<file path="src/rtl/gift128_pkg.sv">
// Shared constants, state type and constant-LFSR helper for the GIFT-128
// AddRoundKey stage.
package gift128_pkg;

  localparam int         GIFT_ROUNDS = 40;
  localparam logic [5:0] LAST_ROUND  = 6'(GIFT_ROUNDS - 1);
  localparam logic [5:0] RC_INIT     = 6'h01;

  // Bit positions inside each 4-bit nibble that receive key material.
  localparam int RK_U_BIT  = 2;
  localparam int RK_V_BIT  = 1;
  localparam int RC_BIT0   = 3;
  localparam int RC_STRIDE = 4;
  localparam int CONST_BIT = 127;

  typedef enum logic [1:0] {
    ST_IDLE = 2'd0,
    ST_RUN  = 2'd1,
    ST_DONE = 2'd2
  } ark_state_e;

  function automatic logic [5:0] next_rc(input logic [5:0] rc);
    return {rc[4:0], rc[5] ^ rc[4] ^ 1'b1};
  endfunction

endpackage

</file>
<file path="src/rtl/gift128_keysched.sv">
// GIFT-128 key state register: loads the master key and advances one round
// per accept, presenting the U/V round-key words of the current round.
module gift128_keysched
  import gift128_pkg::*;
(
  input  logic         clk,
  input  logic         rst_n,
  input  logic         load,
  input  logic         advance,
  input  logic [127:0] key_in,
  output logic [31:0]  u,
  output logic [31:0]  v
);

  logic [127:0] key_r;
  logic [127:0] key_next_s;

  function automatic logic [15:0] rotr16(input logic [15:0] x, input int n);
    return (x >> n) | (x << (16 - n));
  endfunction

  // Next key: k1/k0 rotated into the top, k7..k2 shifted down.
  always_comb begin
    key_next_s = {rotr16(key_r[31:16], 2), rotr16(key_r[15:0], 12), key_r[127:32]};
  end

  // Key register; a load takes priority over an advance.
  always_ff @(posedge clk or negedge rst_n) begin
    if (!rst_n) begin
      key_r <= 128'd0;
    end else if (load) begin
      key_r <= key_in;
    end else if (advance) begin
      key_r <= key_next_s;
    end else begin
      key_r <= key_r;
    end
  end

  assign u = key_r[95:64];
  assign v = key_r[31:0];

endmodule

</file>
<file path="src/rtl/gift128_addroundkey.sv">
// Iterative GIFT-128 AddRoundKey stage: round FSM, counter, constant LFSR,
// XOR network and a registered valid/ready output.
module gift128_addroundkey
  import gift128_pkg::*;
(
  input  logic         clk,
  input  logic         rst_n,
  input  logic         key_load,
  input  logic [127:0] key_in,
  input  logic         in_valid,
  output logic         in_ready,
  input  logic [127:0] pin,
  output logic         out_valid,
  input  logic         out_ready,
  output logic [127:0] pout,
  output logic [5:0]   out_round,
  output logic         out_last,
  output logic         busy
);

  ark_state_e   state_r, next_state_s;
  logic [5:0]   round_r;
  logic [5:0]   rc_r;
  logic [31:0]  u_s, v_s;
  logic         in_ready_s, accept_s;
  logic [127:0] keyed_s;
  logic         out_valid_r, out_last_r, busy_r;
  logic [127:0] pout_r;
  logic [5:0]   out_round_r;

  gift128_keysched u_keysched (
    .clk     (clk),
    .rst_n   (rst_n),
    .load    (key_load),
    .advance (accept_s),
    .key_in  (key_in),
    .u       (u_s),
    .v       (v_s)
  );

  // A key_load in the same cycle blocks acceptance so the abort wins.
  always_comb begin
    in_ready_s = (state_r == ST_RUN) && !key_load && (!out_valid_r || out_ready);
    accept_s   = in_valid && in_ready_s;
  end

  // Round key, round constant and the fixed top bit XORed into the state.
  always_comb begin
    keyed_s = pin;
    for (int i = 0; i < 32; i++) begin
      keyed_s[4*i+RK_U_BIT] = pin[4*i+RK_U_BIT] ^ u_s[i];
      keyed_s[4*i+RK_V_BIT] = pin[4*i+RK_V_BIT] ^ v_s[i];
    end
    for (int j = 0; j < 6; j++) begin
      keyed_s[RC_BIT0+RC_STRIDE*j] = pin[RC_BIT0+RC_STRIDE*j] ^ rc_r[j];
    end
    keyed_s[CONST_BIT] = ~pin[CONST_BIT];
  end

  // Round sequencing.
  always_comb begin
    next_state_s = state_r;
    case (state_r)
      ST_IDLE: begin
        if (key_load) next_state_s = ST_RUN;
        else          next_state_s = ST_IDLE;
      end
      ST_RUN: begin
        if (key_load)                             next_state_s = ST_RUN;
        else if (accept_s && round_r == LAST_ROUND) next_state_s = ST_DONE;
        else                                      next_state_s = ST_RUN;
      end
      ST_DONE: begin
        if (key_load) next_state_s = ST_RUN;
        else          next_state_s = ST_DONE;
      end
      default: next_state_s = ST_IDLE;
    endcase
  end

  // State, round counter and constant LFSR.
  always_ff @(posedge clk or negedge rst_n) begin
    if (!rst_n) begin
      state_r <= ST_IDLE;
      round_r <= 6'd0;
      rc_r    <= 6'd0;
      busy_r  <= 1'b0;
    end else begin
      state_r <= next_state_s;
      busy_r  <= (next_state_s == ST_RUN);
      if (key_load) begin
        round_r <= 6'd0;
        rc_r    <= RC_INIT;
      end else if (accept_s) begin
        round_r <= round_r + 6'd1;
        rc_r    <= next_rc(rc_r);
      end else begin
        round_r <= round_r;
        rc_r    <= rc_r;
      end
    end
  end

  // Output register; data only changes on accept so it holds under backpressure.
  always_ff @(posedge clk or negedge rst_n) begin
    if (!rst_n) begin
      out_valid_r <= 1'b0;
      pout_r      <= 128'd0;
      out_round_r <= 6'd0;
      out_last_r  <= 1'b0;
    end else if (accept_s) begin
      out_valid_r <= 1'b1;
      pout_r      <= keyed_s;
      out_round_r <= round_r;
      out_last_r  <= (round_r == LAST_ROUND);
    end else begin
      out_valid_r <= out_valid_r && !out_ready;
      pout_r      <= pout_r;
      out_round_r <= out_round_r;
      out_last_r  <= out_last_r;
    end
  end

  assign in_ready  = in_ready_s;
  assign out_valid = out_valid_r;
  assign pout      = pout_r;
  assign out_round = out_round_r;
  assign out_last  = out_last_r;
  assign busy      = busy_r;

endmodule

</file>
<file path="config.mk">
export PLATFORM = sky130hd
export DESIGN_NAME = gift128_addroundkey
export DESIGN_NICKNAME = d
export VERILOG_FILES = /design/src/rtl/gift128_pkg.sv /design/src/rtl/gift128_keysched.sv /design/src/rtl/gift128_addroundkey.sv
export SDC_FILE = /design/constraint.sdc
export NUM_CORES = 1
export LEC_CHECK = 0
export CAP_MARGIN = 20
export CORE_MARGIN = 5
export CORE_UTILIZATION = 35
export DETAILED_ROUTE_END_ITERATION = 8
export MAX_ROUTING_LAYER = met4
export PLACE_DENSITY_LB_ADDON = 0.12
export SKIP_CTS_REPAIR_TIMING = 1
export SYNTH_ARGS = -nofsm -noshare
export SYNTH_HDL_FRONTEND = slang
export SYNTH_HIERARCHICAL = 1
export SYNTH_SLANG_ARGS = --single-unit
</file>
<file path="constraint.sdc">
create_clock -name clk -period 5.4 [get_ports clk]
set_input_delay 0.54 -clock clk [delete_from_list [all_inputs] [get_ports clk]]
set_output_delay 0.54 -clock clk [all_outputs]
set_load 0.02 [all_outputs]
</file>
# Word-level counts from Yosys, hierarchy flattened
# Cells that the tools add are included.
# classes
add_sub_neg	1
n_mul	0
div_mod_pow	0
order_cmp	0
eq_ne	4
shifts	0
mux	12
n_bitwise	75
reduce_logical	11
# ops
operator	count
128-bit 2-to-1 mux	2
1-bit bitwise XOR	71
6-bit 2-to-1 mux	4
14-bit by 16-bit bitwise OR with 16-bit output	1
4-bit by 16-bit bitwise OR with 16-bit output	1
6-bit by 1-bit adder with 6-bit output (second input constant)	1
6-bit equality test (second input constant)	1
2-bit 2-to-1 mux	3
2-bit one-hot mux with 3 select lines	1
1-bit logical AND	5
2-bit by 1-bit equality test with 1-bit output (second input constant)	2
1-bit zero test	3
2-bit equality test (second input constant)	1
2-bit zero test	1
1-bit 2-to-1 mux	2
1-bit inverter	2
2-bit nonzero test	1
1-bit logical OR	1
# word_totals
ff_bits	279
latch_bits	0
mem_bits_rw	0
mem_bits_ro	0
inputBits	261
output_inout_bits	138
elab_cells	112
n_memories	0

# Longest topological paths before layout
# Gate-level depths: netlist (run 1).
# depth
word_depth	9
depth_mapped	11
depth_no_buf	5

# By module
# Netlist (run 1), hierarchy kept.
# by_module_without_submodules
mod	n_inst	cells_per_inst	area_per_inst_um2	seq_area_each_um2
gift128_addroundkey	1	520	6673.9	3778.6
gift128_keysched	1	618	6428.7	3203.1

# Least setup slack after synthesis (run 1)
# OpenSTA, ideal clock, no wires.
# synth_path
path_kind	register to output
startpoint	register out_valid_r (netlist: out_valid)
endpoint	output in_ready
arrival_ps	1683
required_ps	4860
slack_ps	3177
stages_incl_launch_ff	5
path_buffers	2
path_cell_list	dfrtp_1 -> nor2b_1 -> clkbuf_1 -> clkbuf_1 -> nor4b_1
# synth_between
elab_chain_len	3
# synth_lines
element	line_no	rtl
start, declared	gift128_addroundkey.sv:27	logic out_valid_r, out_last_r, busy_r;
start signal, assigned	gift128_addroundkey.sv:117	out_valid_r <= out_valid_r && !out_ready;
1-bit zero test	gift128_addroundkey.sv:43	in_ready_s = (state_r == ST_RUN) && !key_load && (!out_valid_r || out_ready);
1-bit logical OR	gift128_addroundkey.sv:43	
1-bit logical AND	gift128_addroundkey.sv:43	
end, declared	gift128_addroundkey.sv:11	output logic in_ready,
# Every way passes these cells.

# Final worst setup path (run 1)
# layout_path
startpoint	input in_valid
endpoint	register u_keysched.key_r[107]
# layout_between
elab_chain_len	2
# layout_lines
element	line_no	rtl
start, declared	gift128_addroundkey.sv:10	input logic in_valid,
1-bit logical AND	gift128_addroundkey.sv:44	accept_s = in_valid && in_ready_s;
2-bit nonzero test (no source line)	--	
end signal, assigned	gift128_keysched.sv:32	key_r <= key_in;
end signal, assigned	gift128_keysched.sv:34	key_r <= key_next_s;
end signal, assigned	gift128_keysched.sv:36	key_r <= key_r;
end, declared	gift128_keysched.sv:15	logic [127:0] key_r;
# Every way passes these cells.
# A chain may end at the register's enable or synchronous reset.

==> impl_metrics.csv, run 1 <==
group,metric,value,unit
synthesis,ys.flop_type,"dfrtp_1",
synthesis,ys_ff_latch,279,
grt,track_usage,18.3,%
drt,routed-via-count,9320,
drt,first_pass_iters,4,
synthesis,postSynthNetCount,1400,
setup_path,critPathMaxFanout,87,
place,dp_hpwl,26800,microns
synthesis,synth.distinct_cells,35,
timing,rsz0062_at_grt,"false",
final_layout,nNetsFinal,1702,
clock_tree,cts_tree,"built",
grt,grt_util_met3,5.41,%
timing,clock.fmax,316,MHz
final_layout,multi_input_area,5050,sq um
drt,final_antenna_net_count,0,
grt,grt_pass1_wl,58600,microns
synthesis,yosys.area.top_type_share,53.3,%
final_layout,areaGrowthSynthToFinish,36.4,%
setup_path,cp-end-kind,"flop",
die,start_util,35.6,%
synthesis,syn_area_per_cell,11.5,sq um
synthesis,synth_edf_count,0,
grt,grtUsageMet1,24.1,%
drt,wire_per_inst,19.7,microns
setup_path,reg2regPathDepth,6,
drt,initialDrtViolationCount,507,
drt,via_per_inst,4.80,
clock_tree,clock-sinks,279,
synthesis,synth_async_sr_flop_share,100,%
die,core,36800,sq um
clock_tree,clk_latency,0.51,ns
synthesis,yosys.area.top_type,"dfrtp_1",
timing,fin_crit,3.16,ns
synthesis,synth.area.top_cells,"dfrtp_1 (53%), mux2i_1 (9.9%), o21ai_0 (6.1%), mux2_4 (6.1%), xnor2_1 (4.7%)",
drt,drc_errors,0,
timing,tns,0,ns
power_and_ir_drop,powerDensity,358,nW/um^2
synthesis,synth_compound_area_share,11.1,%
timing,worst_pin_slew,1.07,ns
synthesis,muxShareOfSynthArea,16.9,%
setup_path,reg2reg_from,"state_r[0]",
power_and_ir_drop,power,6.40,mW
final_layout,final_util,48.6,%
setup_path,startpoint,"in_valid",
timing,relSlewSlack,28.9,%
final_layout,drive_above_1_share,9.08,%
die,die_h,203,microns
place,io_buffer_count,398,
setup_path,setup.worst_path.class,"input pin to flop",
die,dieArea,41400,sq um
setup_path,critical_path.startpoint_type,"input pin",
power_and_ir_drop,leakage,7.31,nW
synthesis,synthCells,1138,
status,status,"finished clean",
synthesis,synth_xor_area_share,4.75,%
final_layout,seqCellArea,6980,sq um
final_layout,num-fill-cells,3425,
synthesis,synth_area,13100,sq um
grt,overflow,0,
grt,grtUsageMet2,28.3,%
clock_tree,cts.path.max_buffers,3,
grt,busiest_layer,"met2",
synthesis,synth_warnings,6,
timing,finalSetupViolations,0,
clock_tree,clk_pin_slew,0.05,ns
grt,grt_pass1_vias,9720,
die,rows,70,
grt,grt_max_degree,117,
grt,antenna_found_initial,10,
setup_path,worstPathArrival,3.50,ns
synthesis,synth-seq-area-share,53.3,%
flow_run,cap_violations,0,
timing,skew,0.0167,ns
synthesis,synth-simple-area-share,5.49,%
clock_tree,cts-htree-levels,2,
synthesis,synth_fa_ha_area_share,0.0955,%
timing,holdWs,0.0435,ns
min_path,min_path_type,"input pin to async pin",
setup_path,required,5.73,ns
drt,wl,38300,microns
timing,hold_violations,0,
power_and_ir_drop,peakVddDrop,197,uV
clock_tree,cts_buffers,35,
synthesis,synth_top_family_by_area,"multiplexers",
clock_tree,cts_root_buffer,"clkbuf_16",
die,num_io_pins,399,
die,die_w,203,microns
place,gp_congestion,0.789,
place,dp_cells,1871,
timing,fin_crit_sh,58.6,%
final_layout,finalNonFillerCells,1943,
timing,slew_violations,0,
==> placed cells by master, fill, tap and decap left out, types with 3 or more instances in the layout <==
master,Yosys,layout
clkdlybuf4s50_1,0,396
dfrtp_1,279,279
o21ai_0,159,159
nand2_1,131,131
mux2i_1,129,129
o21ai_1,119,119
xnor2_1,70,70
mux2_4,53,53
clkbuf_16,0,37
mux2_2,11,11
diode_2,0,10
nand2b_1,9,9
nand3_1,9,9
clkbuf_1,46,9
clkinv_2,0,8
clkbuf_8,0,8
buf_4,65,7
a21oi_1,3,3
==> critical path, stage by stage <==
cell	delay (ns)
clkdlybuf4s50_1	0.52
and4bb_1	0.53
nand2_8	0.39
inv_12	0.54
buf_4	0.53
mux2i_1	0.26
o21ai_1	0.07
==> registers in the layout, indices dropped and copies added (netlist names) <==
register,count
out_round,6
round_r,6
pout,128
rc_r,6
state_r,2
busy,1
out_last,1
u_keysched/key_r,128
out_valid,1
==> worst paths after layout <==
check                                   endpoint  slack, ns
min in group clk                      round_r[0]       0.50
max                        u_keysched/key_r[107]       2.24
min reg2reg                            pout[118]       0.50
max reg2reg                u_keysched/key_r[107]       2.31
max in group asynchronous              pout[101]       3.99
min                                         busy       0.04
==> through the flow <==
step	cell area (sq um)	setup slack, ns
floorplan	13100	3.18
global placement	16700	1.77
detailed placement	16700	1.68
CTS	17800	2.22
global route	17900	2.00
finish	17900	2.24
==> report_power, final <==
part           internal [mW]  switching (mW)  leakage (nW)
registers               2.40           0.214          3.41
clock network           1.39           0.884         0.562
logic                  0.810           0.700          3.34
==> final cells by class <==
| cell class | instances | area share [%] |
|---|---|---|
| timing repair buffer | 407 | 22.9 |
| clock inverter | 9 | 0.392 |
| clock buffer | 53 | 5.91 |
| tap | 468 | 3.28 |
| antenna | 10 | 0.140 |
| multi-input combinational | 716 | 28.2 |
| sequential | 279 | 39.1 |
| inverter | 1 | 0.0910 |
==> Yosys cell counts (10+ instances only) <==
master	number
dfrtp_1	279
o21ai_0	159
nand2_1	131
mux2i_1	129
o21ai_1	119
xnor2_1	70
buf_4	65
mux2_4	53
clkbuf_1	46
mux2_2	11
buf_12	10
==> routing by layer <==
metal / part of all wire [%] / wire length, microns
met4: 1.5 / 560
met5: 0 / 0
met1: 44 / 17000
met3: 7.7 / 2970
met2: 46 / 17800
==> cells by family (layout without fill, tap and decap cells) <==
kind of cell | after synthesis | in the layout
AO/OA/AOI/OAI | 287 | 287
XOR/XNOR | 71 | 71
adder cells (fa/ha/maj) | 1 | 1
buffers and inverters | 143 | 470
flip-flops | 279 | 279
multiplexers | 193 | 193
other | 0 | 10
AND/OR/NAND/NOR | 164 | 164
Note: power is estimated with default switching activity, not from simulation.
==> inputs of run 2 (changes only) <==
Clock period 5.4 ns to 3.2 ns, I/O delays scaled along.
==> run 2 against run 1 <==
- worst hold slack gained 0.047 ns
- core utilization grew 0.46 points
- cell count grew 0.41%
- sequential power grew 68%
- highest routed layer unchanged
==> impl_metrics.csv, run 2 (synthesis results as in run 1) <==
group,metric,value,unit
grt,track_usage,18.6,%
setup_path,crit_path_cell_trace,"nor2b_4 > nor4b_1 > clkdlybuf4s50_1",
status,status,"finished clean",
final_layout,multi_input_area,5050,sq um
grt,grt_pass1_wl,59400,microns
drt,first_pass_iters,4,
drt,drc_errors,0,
place,dp_slack,0.568,ns
clock_tree,clock-sinks,279,
grt,grt_max_degree,98,
timing,hold_violations,0,
place,gp_congestion,0.780,
final_layout,seqCellArea,6980,sq um
setup_path,critical_path.startpoint_type,"flop",
min_path,hold_start,"key_load",
final_layout,final_common_cell,"clkdlybuf4s50_1",
final_layout,num-fill-cells,3411,
clock_tree,cts_root_buffer,"clkbuf_16",
timing,relSlewSlack,38.4,%
drt,via_per_inst,4.76,
grt,overflow,0,
setup_path,path_delay_family,"buffers and inverters",
power_and_ir_drop,powerDensity,602,nW/um^2
setup_path,startpoint,"out_valid",
clock_tree,cts_tree,"built",
setup_path,required,2.88,ns
drt,initialDrtViolationCount,404,
clock_tree,clk_latency,0.50,ns
grt,grt_pass1_vias,9721,
timing,tns,0,ns
timing,slew_violations,0,
timing,rsz0062_at_grt,"false",
final_layout,drive_above_1_share,9.82,%
min_path,min_path_type,"input pin to flop",
timing,finalSetupViolations,0,
die,core,36800,sq um
die,die_h,203,microns
final_layout,finalNonFillerCells,1951,
final_layout,final_util,49.0,%
setup_path,critPathMaxFanout,3,
final_layout,areaGrowthSynthToFinish,37.6,%
drt,final_antenna_net_count,0,
die,die_w,203,microns
clock_tree,cts.path.max_buffers,3,
clock_tree,cts_buffers,34,
place,dp_hpwl,27800,microns
setup_path,cp.buffers_inverters,1,
power_and_ir_drop,peakVddDrop,316,uV
timing,fin_crit,2.29,ns
setup_path,worstPathArrival,1.97,ns
setup_path,max_stage_delay,0.67,ns
setup_path,cp_slowest_cell,"clkdlybuf4s50_1",
die,rows,70,
place,dp_cells,1885,
final_layout,most-common-layout-cells,"clkdlybuf4s50_1 (396), dfrtp_1 (279), o21ai_0 (159), nand2_1 (131), mux2i_1 (129)",
die,dieArea,41400,sq um
place,io_buffer_count,398,
die,num_io_pins,399,
grt,antenna_found_initial,7,
setup_path,setup.worst_path.class,"flop to primary output",
timing,worst_pin_slew,0.924,ns
timing,skew,0.00901,ns
timing,layout_setup_ws,0.906,ns
drt,wl,38600,microns
clock_tree,clk_pin_slew,0.06,ns
timing,fin_crit_sh,71.7,%
power_and_ir_drop,leakage,7.39,nW
timing,clock.fmax,436,MHz
final_layout,nNetsFinal,1716,
flow_run,cap_violations,0,
setup_path,cp-end-kind,"primary output",
clock_tree,cts-htree-levels,2,
drt,routed-via-count,9290,
setup_path,reg2reg_from,"state_r[1]",
die,start_util,35.6,%
drt,wire_per_inst,19.8,microns
[run 2: changes by cell type in the layout (fill, tap and decap cells not counted), sizes merged]
| cell | delta |
|---|---|
| clkbuf | -2 |
| buf | +14 |
| diode | -3 |
| dlygate4sd3 | +1 |
| clkinv | -4 |
| clkinvlp | +1 |
| bufinv | +1 |
[run 2: area by class of cell]
cell class / instances / share of cell area, %
sequential: 279 / 38.7
multi-input combinational: 716 / 28.0
timing repair buffer: 422 / 23.6
clock buffer: 51 / 5.81
tap: 468 / 3.25
clock inverter: 7 / 0.486
antenna: 7 / 0.0971
inverter: 1 / 0.0902
[run 2: report_power, final]
group	internal, mW	total [mW]	switching [mW]
sequential	4.04	4.39	0.353
combinational	1.39	2.58	1.20
clock	2.42	3.88	1.47
[run 2: metal layers]
metal  vias to the layer above  track usage (%)  share of wire [%]
li1                       4507                -                  -
met1                      4475             25.0                 45
met2                       272             28.9                 47
met3                        36             4.63                6.5
met4                         0             4.22                1.2
met5                         -                -                  0
[run 2: metrics by stage]
step	instance area [sq um]	hold slack, ns	total power, mW
floorplan	13100	0.0244	5.81
global placement	16900	0.371	7.04
detailed placement	16900	0.365	7.07
CTS	18000	-0.176	11.0
global route	18000	0.0875	11.4
finish	18000	0.0906	10.9
[run 2: path summary, 6_finish.rpt]
kind / to / depth (start not counted) / slack, ns
worst max-delay path: in_ready / 3 / 0.91
worst min-delay path: u_keysched/key_r[33] / 2 / 0.09
worst max register to register: u_keysched/key_r[7] / 6 / 0.94
worst min register to register: pout[40] / 1 / 0.50
max in group asynchronous: pout[60] / 3 / 1.86
min in group asynchronous: out_round[2] / 2 / 0.40
[run 2: worst reg2reg max path, stage by stage, from the launching register on]
cell	delay [ns]
dfrtp_1	0.41
and4bb_1	0.43
nand2_8	0.20
inv_12	0.42
buf_12	0.33
mux2i_1	0.25
o21ai_1	0.08
